[config.mk]
export PLATFORM = sky130hd
export DESIGN_NAME = fc_mac_engine
export DESIGN_NICKNAME = d
export VERILOG_FILES = /design/src/rtl/fc_fixed_pkg.sv /design/src/rtl/fc_mac_sat.sv /design/src/rtl/fc_mac_engine.sv
export SDC_FILE = /design/constraint.sdc
export NUM_CORES = 1
export LEC_CHECK = 0
export CAP_MARGIN = 40
export CORE_ASPECT_RATIO = 0.8
export CORE_MARGIN = 2
export CORE_UTILIZATION = 30
export CTS_CLUSTER_SIZE = 30
export DETAILED_ROUTE_END_ITERATION = 6
export PLACE_DENSITY = 0.44
export SKIP_LAST_GASP = 1
export SLEW_MARGIN = 10
export SYNTH_ARGS = -nofsm -noshare
export SYNTH_HDL_FRONTEND = slang
export SYNTH_HIERARCHICAL = 1
export SYNTH_SLANG_ARGS = --single-unit
[constraint.sdc]
create_clock -name clk -period 2.9 [get_ports clk]
set_input_delay 0.435 -clock clk [delete_from_list [all_inputs] [get_ports clk]]
set_output_delay 0.435 -clock clk [all_outputs]
set_load 0.05 [all_outputs]
[src/rtl/fc_fixed_pkg.sv]
// Fixed-point widths, saturation limits and FSM state encoding for the FC MAC datapath.
// Operands are Q5.11; products and results are Q10.22.
package fc_fixed_pkg;

    localparam int DATA_W = 16;
    localparam int FRAC_W = 11;
    localparam int OUT_W  = 32;
    localparam int ACC_W  = 42;
    localparam int LEN_W  = 10;

    localparam logic [OUT_W-1:0] SAT_MAX = 32'h7FFF_FFFF;
    localparam logic [OUT_W-1:0] SAT_MIN = 32'h8000_0000;

    typedef enum logic [1:0] {
        IDLE   = 2'd0,
        ACCUM  = 2'd1,
        DRAIN  = 2'd2,
        OUTPUT = 2'd3
    } fc_mac_state_e;

endpackage

[src/rtl/fc_mac_sat.sv]
// Combinational clamp of the wide accumulator to a Q10.22 result, with overflow flag.
// Optional ReLU on the clamped value when FC_MAC_RELU_EN is defined.
module fc_mac_sat
    import fc_fixed_pkg::*;
(
    input  logic [ACC_W-1:0] acc,
    output logic [OUT_W-1:0] result,
    output logic             ovf
);

    logic [OUT_W-1:0] clamped;
    logic             in_range;

    // The value fits when every bit above the result's sign bit matches that sign bit.
    always_comb begin
        in_range = (acc[ACC_W-1:OUT_W-1] == {(ACC_W-OUT_W+1){1'b0}}) ||
                   (acc[ACC_W-1:OUT_W-1] == {(ACC_W-OUT_W+1){1'b1}});
        ovf      = !in_range;
        if (in_range) begin
            clamped = acc[OUT_W-1:0];
        end else if (acc[ACC_W-1]) begin
            clamped = SAT_MIN;
        end else begin
            clamped = SAT_MAX;
        end
`ifdef FC_MAC_RELU_EN
        result = clamped[OUT_W-1] ? '0 : clamped;
`else
        result = clamped;
`endif
    end

endmodule

[src/rtl/fc_mac_engine.sv]
// Sequential multiply-accumulate for one FC neuron: bias + sum(act*wt), clamped to Q10.22.
// Build option FC_MAC_RELU_EN (handled in fc_mac_sat) zeroes negative results.
module fc_mac_engine
    import fc_fixed_pkg::*;
(
    input  logic              clk,
    input  logic              rst_n,
    input  logic              start,
    input  logic [LEN_W-1:0]  vec_len,
    input  logic [DATA_W-1:0] bias_in,
    input  logic              in_valid,
    output logic              in_ready,
    input  logic [DATA_W-1:0] act_in,
    input  logic [DATA_W-1:0] wt_in,
    output logic              out_valid,
    input  logic              out_ready,
    output logic [OUT_W-1:0]  acc_out,
    output logic              ovf
);

    fc_mac_state_e state_q, state_d;
    logic [LEN_W-1:0]         cnt_q, cnt_d;
    logic [ACC_W-1:0]         acc_q, acc_d;
    logic signed [OUT_W-1:0]  prod_q, prod_d;
    logic                     p1_v_q, p1_v_d;
    logic                     p2_v_q, p2_v_d;
    logic [OUT_W-1:0]         acc_out_q, acc_out_d;
    logic                     ovf_q, ovf_d;

    logic signed [OUT_W-1:0]  act_ext, wt_ext;
    logic [ACC_W-1:0]         bias_ext, prod_ext;
    logic [OUT_W-1:0]         sat_result;
    logic                     sat_ovf;

    fc_mac_sat u_sat (
        .acc    (acc_q),
        .result (sat_result),
        .ovf    (sat_ovf)
    );

    // p2_v marks a cycle in which acc was just written, so DRAIN only
    // samples the clamp once the accumulator has settled for a full cycle.
    always_comb begin
        state_d   = state_q;
        cnt_d     = cnt_q;
        acc_d     = acc_q;
        prod_d    = prod_q;
        p1_v_d    = 1'b0;
        p2_v_d    = 1'b0;
        acc_out_d = acc_out_q;
        ovf_d     = ovf_q;

        act_ext  = {{(OUT_W-DATA_W){act_in[DATA_W-1]}}, act_in};
        wt_ext   = {{(OUT_W-DATA_W){wt_in[DATA_W-1]}}, wt_in};
        bias_ext = {{(ACC_W-DATA_W){bias_in[DATA_W-1]}}, bias_in};
        prod_ext = {{(ACC_W-OUT_W){prod_q[OUT_W-1]}}, prod_q};

        if (state_q == ACCUM && in_valid) begin
            prod_d = act_ext * wt_ext;
            p1_v_d = 1'b1;
        end
        if (p1_v_q) begin
            acc_d  = acc_q + prod_ext;
            p2_v_d = 1'b1;
        end

        case (state_q)
            IDLE: begin
                if (start) begin
                    acc_d   = bias_ext << FRAC_W;
                    cnt_d   = vec_len;
                    p2_v_d  = 1'b1;
                    state_d = (vec_len == '0) ? DRAIN : ACCUM;
                end
            end
            ACCUM: begin
                if (in_valid) begin
                    cnt_d = cnt_q - LEN_W'(1);
                    if (cnt_q == LEN_W'(1)) begin
                        state_d = DRAIN;
                    end
                end
            end
            DRAIN: begin
                if (!p1_v_q && !p2_v_q) begin
                    acc_out_d = sat_result;
                    ovf_d     = sat_ovf;
                    state_d   = OUTPUT;
                end
            end
            OUTPUT: begin
                if (out_ready) begin
                    state_d = IDLE;
                end
            end
            default: state_d = IDLE;
        endcase
    end

    always_ff @(posedge clk or negedge rst_n) begin
        if (!rst_n) begin
            state_q   <= IDLE;
            cnt_q     <= '0;
            acc_q     <= '0;
            prod_q    <= '0;
            p1_v_q    <= 1'b0;
            p2_v_q    <= 1'b0;
            acc_out_q <= '0;
            ovf_q     <= 1'b0;
        end else begin
            state_q   <= state_d;
            cnt_q     <= cnt_d;
            acc_q     <= acc_d;
            prod_q    <= prod_d;
            p1_v_q    <= p1_v_d;
            p2_v_q    <= p2_v_d;
            acc_out_q <= acc_out_d;
            ovf_q     <= ovf_d;
        end
    end

    assign in_ready  = (state_q == ACCUM);
    assign out_valid = (state_q == OUTPUT);
    assign acc_out   = acc_out_q;
    assign ovf       = ovf_q;

endmodule

Word level (Yosys, flattened, before mapping)
Cells that the tools add are included.
- register bits: 121
- bits in latches: 0
- bits in writable memories: 0
- memory bits (read-only): 0
- input port bits: 63
- output and inout bits: 35
- word-level logic and storage cells: 53
- memories kept: 0
- $add $sub $neg: 2
- multiply operators: 1
- div/mod/pow operators: 0
- $lt $le $gt $ge: 0
- equality and inequality tests: 10
- shifts and indexed selects: 0
- multiplexer cells: 19
- bitwise operators: 0
- reductions and logical operators: 13
- operators by type and width (operator ; number):
    $mux W42 ; 3
    $mux W32 ; 2
    $add A42 B42 Y42 ; 1
    $mul A16 B16 Y32 ; 1
    $mux W10 ; 2
    $pmux W10 S2 ; 1
    $mux W2 ; 6
    $eq A11 B11 Y1 const B ; 1
    $logic_not A11 Y1 ; 1
    $eq A10 B1 Y1 const B ; 1
    $logic_not A10 Y1 ; 1
    $sub A10 B1 Y10 const B ; 1
    $pmux W2 S4 ; 1
    $ne A2 B2 Y1 const B ; 3
    $reduce_and A5 Y1 ; 1
    $eq A2 B2 Y1 const B ; 2
    $mux W1 ; 4
    $ne A2 B1 Y1 const B ; 2
    $logic_not A1 Y1 ; 3
    $reduce_and A3 Y1 ; 1
    $eq A2 B1 Y1 const B ; 1
    $logic_and A1 B1 Y1 ; 2
    $logic_not A2 Y1 ; 1
    $reduce_and A2 Y1 ; 1
    2 further kinds ; 2

Depth between registers and ports, before layout
- word-level depth: 4
- depth in mapped cells: 25
- mapped depth without buffers: 24

Hierarchy
Netlist, hierarchy kept.
- by module, submodules not included (module ; instances ; cells an instance ; area each (um^2) ; sequential area each (um^2)):
    fc_mac_engine ; 1 ; 1824 ; 16862.4 ; 3027.9
    fc_mac_sat ; 1 ; 48 ; 431.7 ; 0.0

Worst setup path before layout
No wires, ideal clock.
- kind: input port to flip-flop
- start: input port act_in[7]
- end: register prod_q[22]
- library setup time: 0.125 ns
- arrival time: 5.989 ns
- data required time: 2.775 ns
- setup slack: -3.214 ns
- stages on the path: 25
- path buffers: 1
- cell sequence: clkbuf_1 -> nand2_1 -> fa_1 -> inv_1 -> fa_1 -> inv_1 -> fa_1 -> inv_1 -> fa_1 -> fa_1 -> inv_1 -> fa_1 -> inv_1 -> ha_1 -> a21o_1 -> a21o_1 -> a21oi_1 -> nand2_1 -> a31o_2 -> nand4_1 -> nand2_1 -> nor4_1 -> nor3_1 -> xor2_1 -> mux2_2
- cells in the longest elaborated chain, start to end: 1
- RTL lines (element ; RTL line ; text):
    start, declared ; fc_mac_engine.sv:13 ; input logic [DATA_W-1:0] act_in,
    $mul A16 B16 Y32 ; fc_mac_engine.sv:59 ; prod_d = act_ext * wt_ext;
    end signal, assigned ; fc_mac_engine.sv:114 ; prod_q <= prod_d;
    end, declared ; fc_mac_engine.sv:24 ; logic signed [OUT_W-1:0] prod_q, prod_d;
Every way passes these cells.
A chain may end at the register's enable or synchronous reset.

Worst setup path in the final report
- start: input port wt_in[7]
- end: register prod_q[22]
- cells in the longest elaborated chain, start to end: 1
- RTL lines (element ; RTL line ; text):
    start, declared ; fc_mac_engine.sv:14 ; input logic [DATA_W-1:0] wt_in,
    $mul A16 B16 Y32 ; fc_mac_engine.sv:59 ;
Every way passes these cells.

==> flow_summary.toml <==
[setup_path]
crit_arrival_ns = 5.93
critPathRequiredTime_ns = 3.20
critPathCaptureType = "register"
path_max_fanout = 3
path_class = "in -> reg"
start_kind = "primary input"

[layout]
final_area_um2 = 23900
mostFrequentLayoutCell = "inv_1"
drive_gt1_share_pct = 34.0
mostFrequentLayoutCells = "inv_1, buf_4, fa_1"
layout.nets = 2732
diodes = 0
regArea_um2 = 3030
nFillCells = 5650
syn_to_final_growth_pct = 38.3
instances_no_fill = 3049
multi_input_area_um2 = 14100

[yosys]
synth_area_per_cell_um2 = 9.24
yosysSeqAreaShare_pct = 17.5
ys_warn_count = 6
netlist_instances = 1872
netlist_area_um2 = 17300
synth_edf_count = 0
yosys_most_used_dff = "dfrtp_1"
syn_nets = 2328
ys_seq_elements = 121
async_reset_ff_share_pct = 100
synthDistinctLibCells = 73

[min_path]
min_path_type = "in -> async"

[floorplan]
io_pins = 98
start_util_pct = 30.4
die_x_um = 272
core.rowCount = 78
dieArea_um2 = 59600
die_y_um = 219
core_um2 = 56800

[routing]
drc_errors = 0
ant_nets = 0
met1_length_um = 26400
via_count = 13800
wl_met3_um = 1730
drt_pass1_iterations = 5
routed-wl-met2_um = 19800
via_per_inst = 4.51
top_layer = "met4"
wl_per_cell_um = 15.9
drt_iter0_drc = 656
wirelength_um = 48500

[place]
place_congestion = 0.850
port_buffers = 97
preCtsSetupSlack_ns = -3.68
dp.cells = 2943
place_area_um2 = 21500
dp_hpwl_um = 39700

[global_routing]
grt_max_degree = 95
first_global_vias = 14600
grt_pass1_wl_um = 80100
gr-usage-all-layers_pct = 16.9
grt.overflow.total = 0
antenna_found_initial = 0

[sta]
hold_viol = 0
slew_headroom_pct = 46.8
fin_crit_sh_pct = 194
slew_viol_final = 0
final.setup.tns_ns = -58.95
rsz0062_at_grt = "true"
skew_ns = 0.0104
min_period_ns = 5.63
worst_slew_pin_slew_ns = 0.797
setup_slack_ns = -2.73
timing.fmax_ghz = 0.178
finalSetupViolCount = 38

[cts]
cts_buffer_depth = 2
cts_tree = "done"
clk_latency_ns = 0.42
cts-buffers-inserted = 17
htreeDepth = 4
clock-sinks = 121
clockRootBuffer = "clkbuf_16"
clk_pin_slew_ns = 0.05

[run]
cap_violations = 0

[status]
status = "finished, violations left"
violations = "setup timing"
-- area by class of cell --
type / instances / area share, %
inverters: 329 / 5.20
clock buffers: 24 / 1.97
multi-input cells: 1353 / 58.9
flip-flops and latches: 121 / 12.7
repair buffers: 454 / 16.9
well taps: 760 / 3.98
clock inverters: 8 / 0.398
-- final timing paths --
check | startpoint | endpoint | slack [ns] | depth (start not counted)
max reg2reg | prod_q[0] | acc_q[40] | -0.34 | 13
min reg2reg | prod_q[8] | prod_q[8] | 0.50 | 2
min | rst_n | acc_q[1] | 0.49 | 2
min in group clk | prod_q[8] | prod_q[8] | 0.50 | 2
max in group asynchronous | rst_n | p1_v_q | 1.50 | 3
max | wt_in[7] | prod_q[22] | -2.73 | 26
-- registers in the layout (all words and copies together), names as in the netlist --
name and count:
prod_q 32, state_q 2, ovf 1, p1_v_q 1, cnt_q 10, acc_out 32
p2_v_q 1, acc_q 42
-- cells by family after synthesis --
logic type | after synthesis | share of synthesized area (%)
compound gates | 325 | 12.3
xor+xnor | 73 | 3.70
simple gates | 507 | 14.1
flops | 121 | 17.5
fa+ha+maj | 393 | 39.8
buf+inv | 398 | 9.11
mux | 55 | 3.47
-- synth_stat cells, drive strengths merged, types with 3 or more instances --
library cell	n	area, µm²
a311oi	6	58.8
nand3	17	90.1
o21ai	92	472
xnor2	47	412
nor4	9	68.8
dfrtp	121	3030
and3	6	40.0
o21bai	11	82.6
a21o	64	519
o31ai	5	51.3
a211oi	9	67.6
nor3	17	90.1
a211o	4	35.0
a21oi	93	469
nor2b	3	18.8
ha	130	1630
o21a	6	45.0
clkbuf	56	211
inv	328	1230
fa	263	5270
or2	3	18.8
a31o	3	26.3
a221oi	3	32.5
a31oi	7	58.8
nor2	68	255
nand4	11	68.8
or3	5	31.3
o211ai	6	45.0
mux2	39	439
nand2	223	837
nand2b	17	106
xor2	26	228
buf	10	97.6
mux2i	16	160
and2	120	751
-- routing by layer --
metal	vias to the layer above	GRT usage (%)
li1	6761	-
met1	6748	26.6
met2	222	24.6
met3	35	1.98
met4	0	3.19
met5	-	0
-- metrics by stage --
stage               hold WS (ns)  utilization (%)
global route               0.524             42.1
finish                     0.493             42.1
CTS                        0.494             41.0
floorplan                  0.139                -
detailed placement         0.389             37.8
global placement           0.386             37.8
-- worst max-delay path: stages --
cell and delay, ns:
buf_12 0.10, buf_12 0.10, nand2_4 0.04, fa_1 0.55, inv_2 0.04, fa_1 0.47, inv_1 0.05, fa_1 0.49
inv_2 0.04, fa_1 0.50, fa_1 0.55, inv_2 0.04, fa_1 0.51, inv_2 0.05, ha_4 0.24, a21o_1 0.17
a21o_1 0.18, a21oi_2 0.15, nand2_1 0.08, a31o_4 0.23, nand4_1 0.08, nand2_2 0.08, nor4_4 0.27, nor3_2 0.07
xor2_1 0.15, mux2_4 0.25
-- what timing repair did --
action,CTS,global route
gates resized for setup,318,187
endpoints found under the hold margin,27,0
endpoints found under the setup margin,52,57
setup buffers,67,30
hold buffers,1,0
pin swaps,152,146
Power is not shown: default switching activity piles up to over one toggle a cycle in this logic, so the estimate is an artifact.
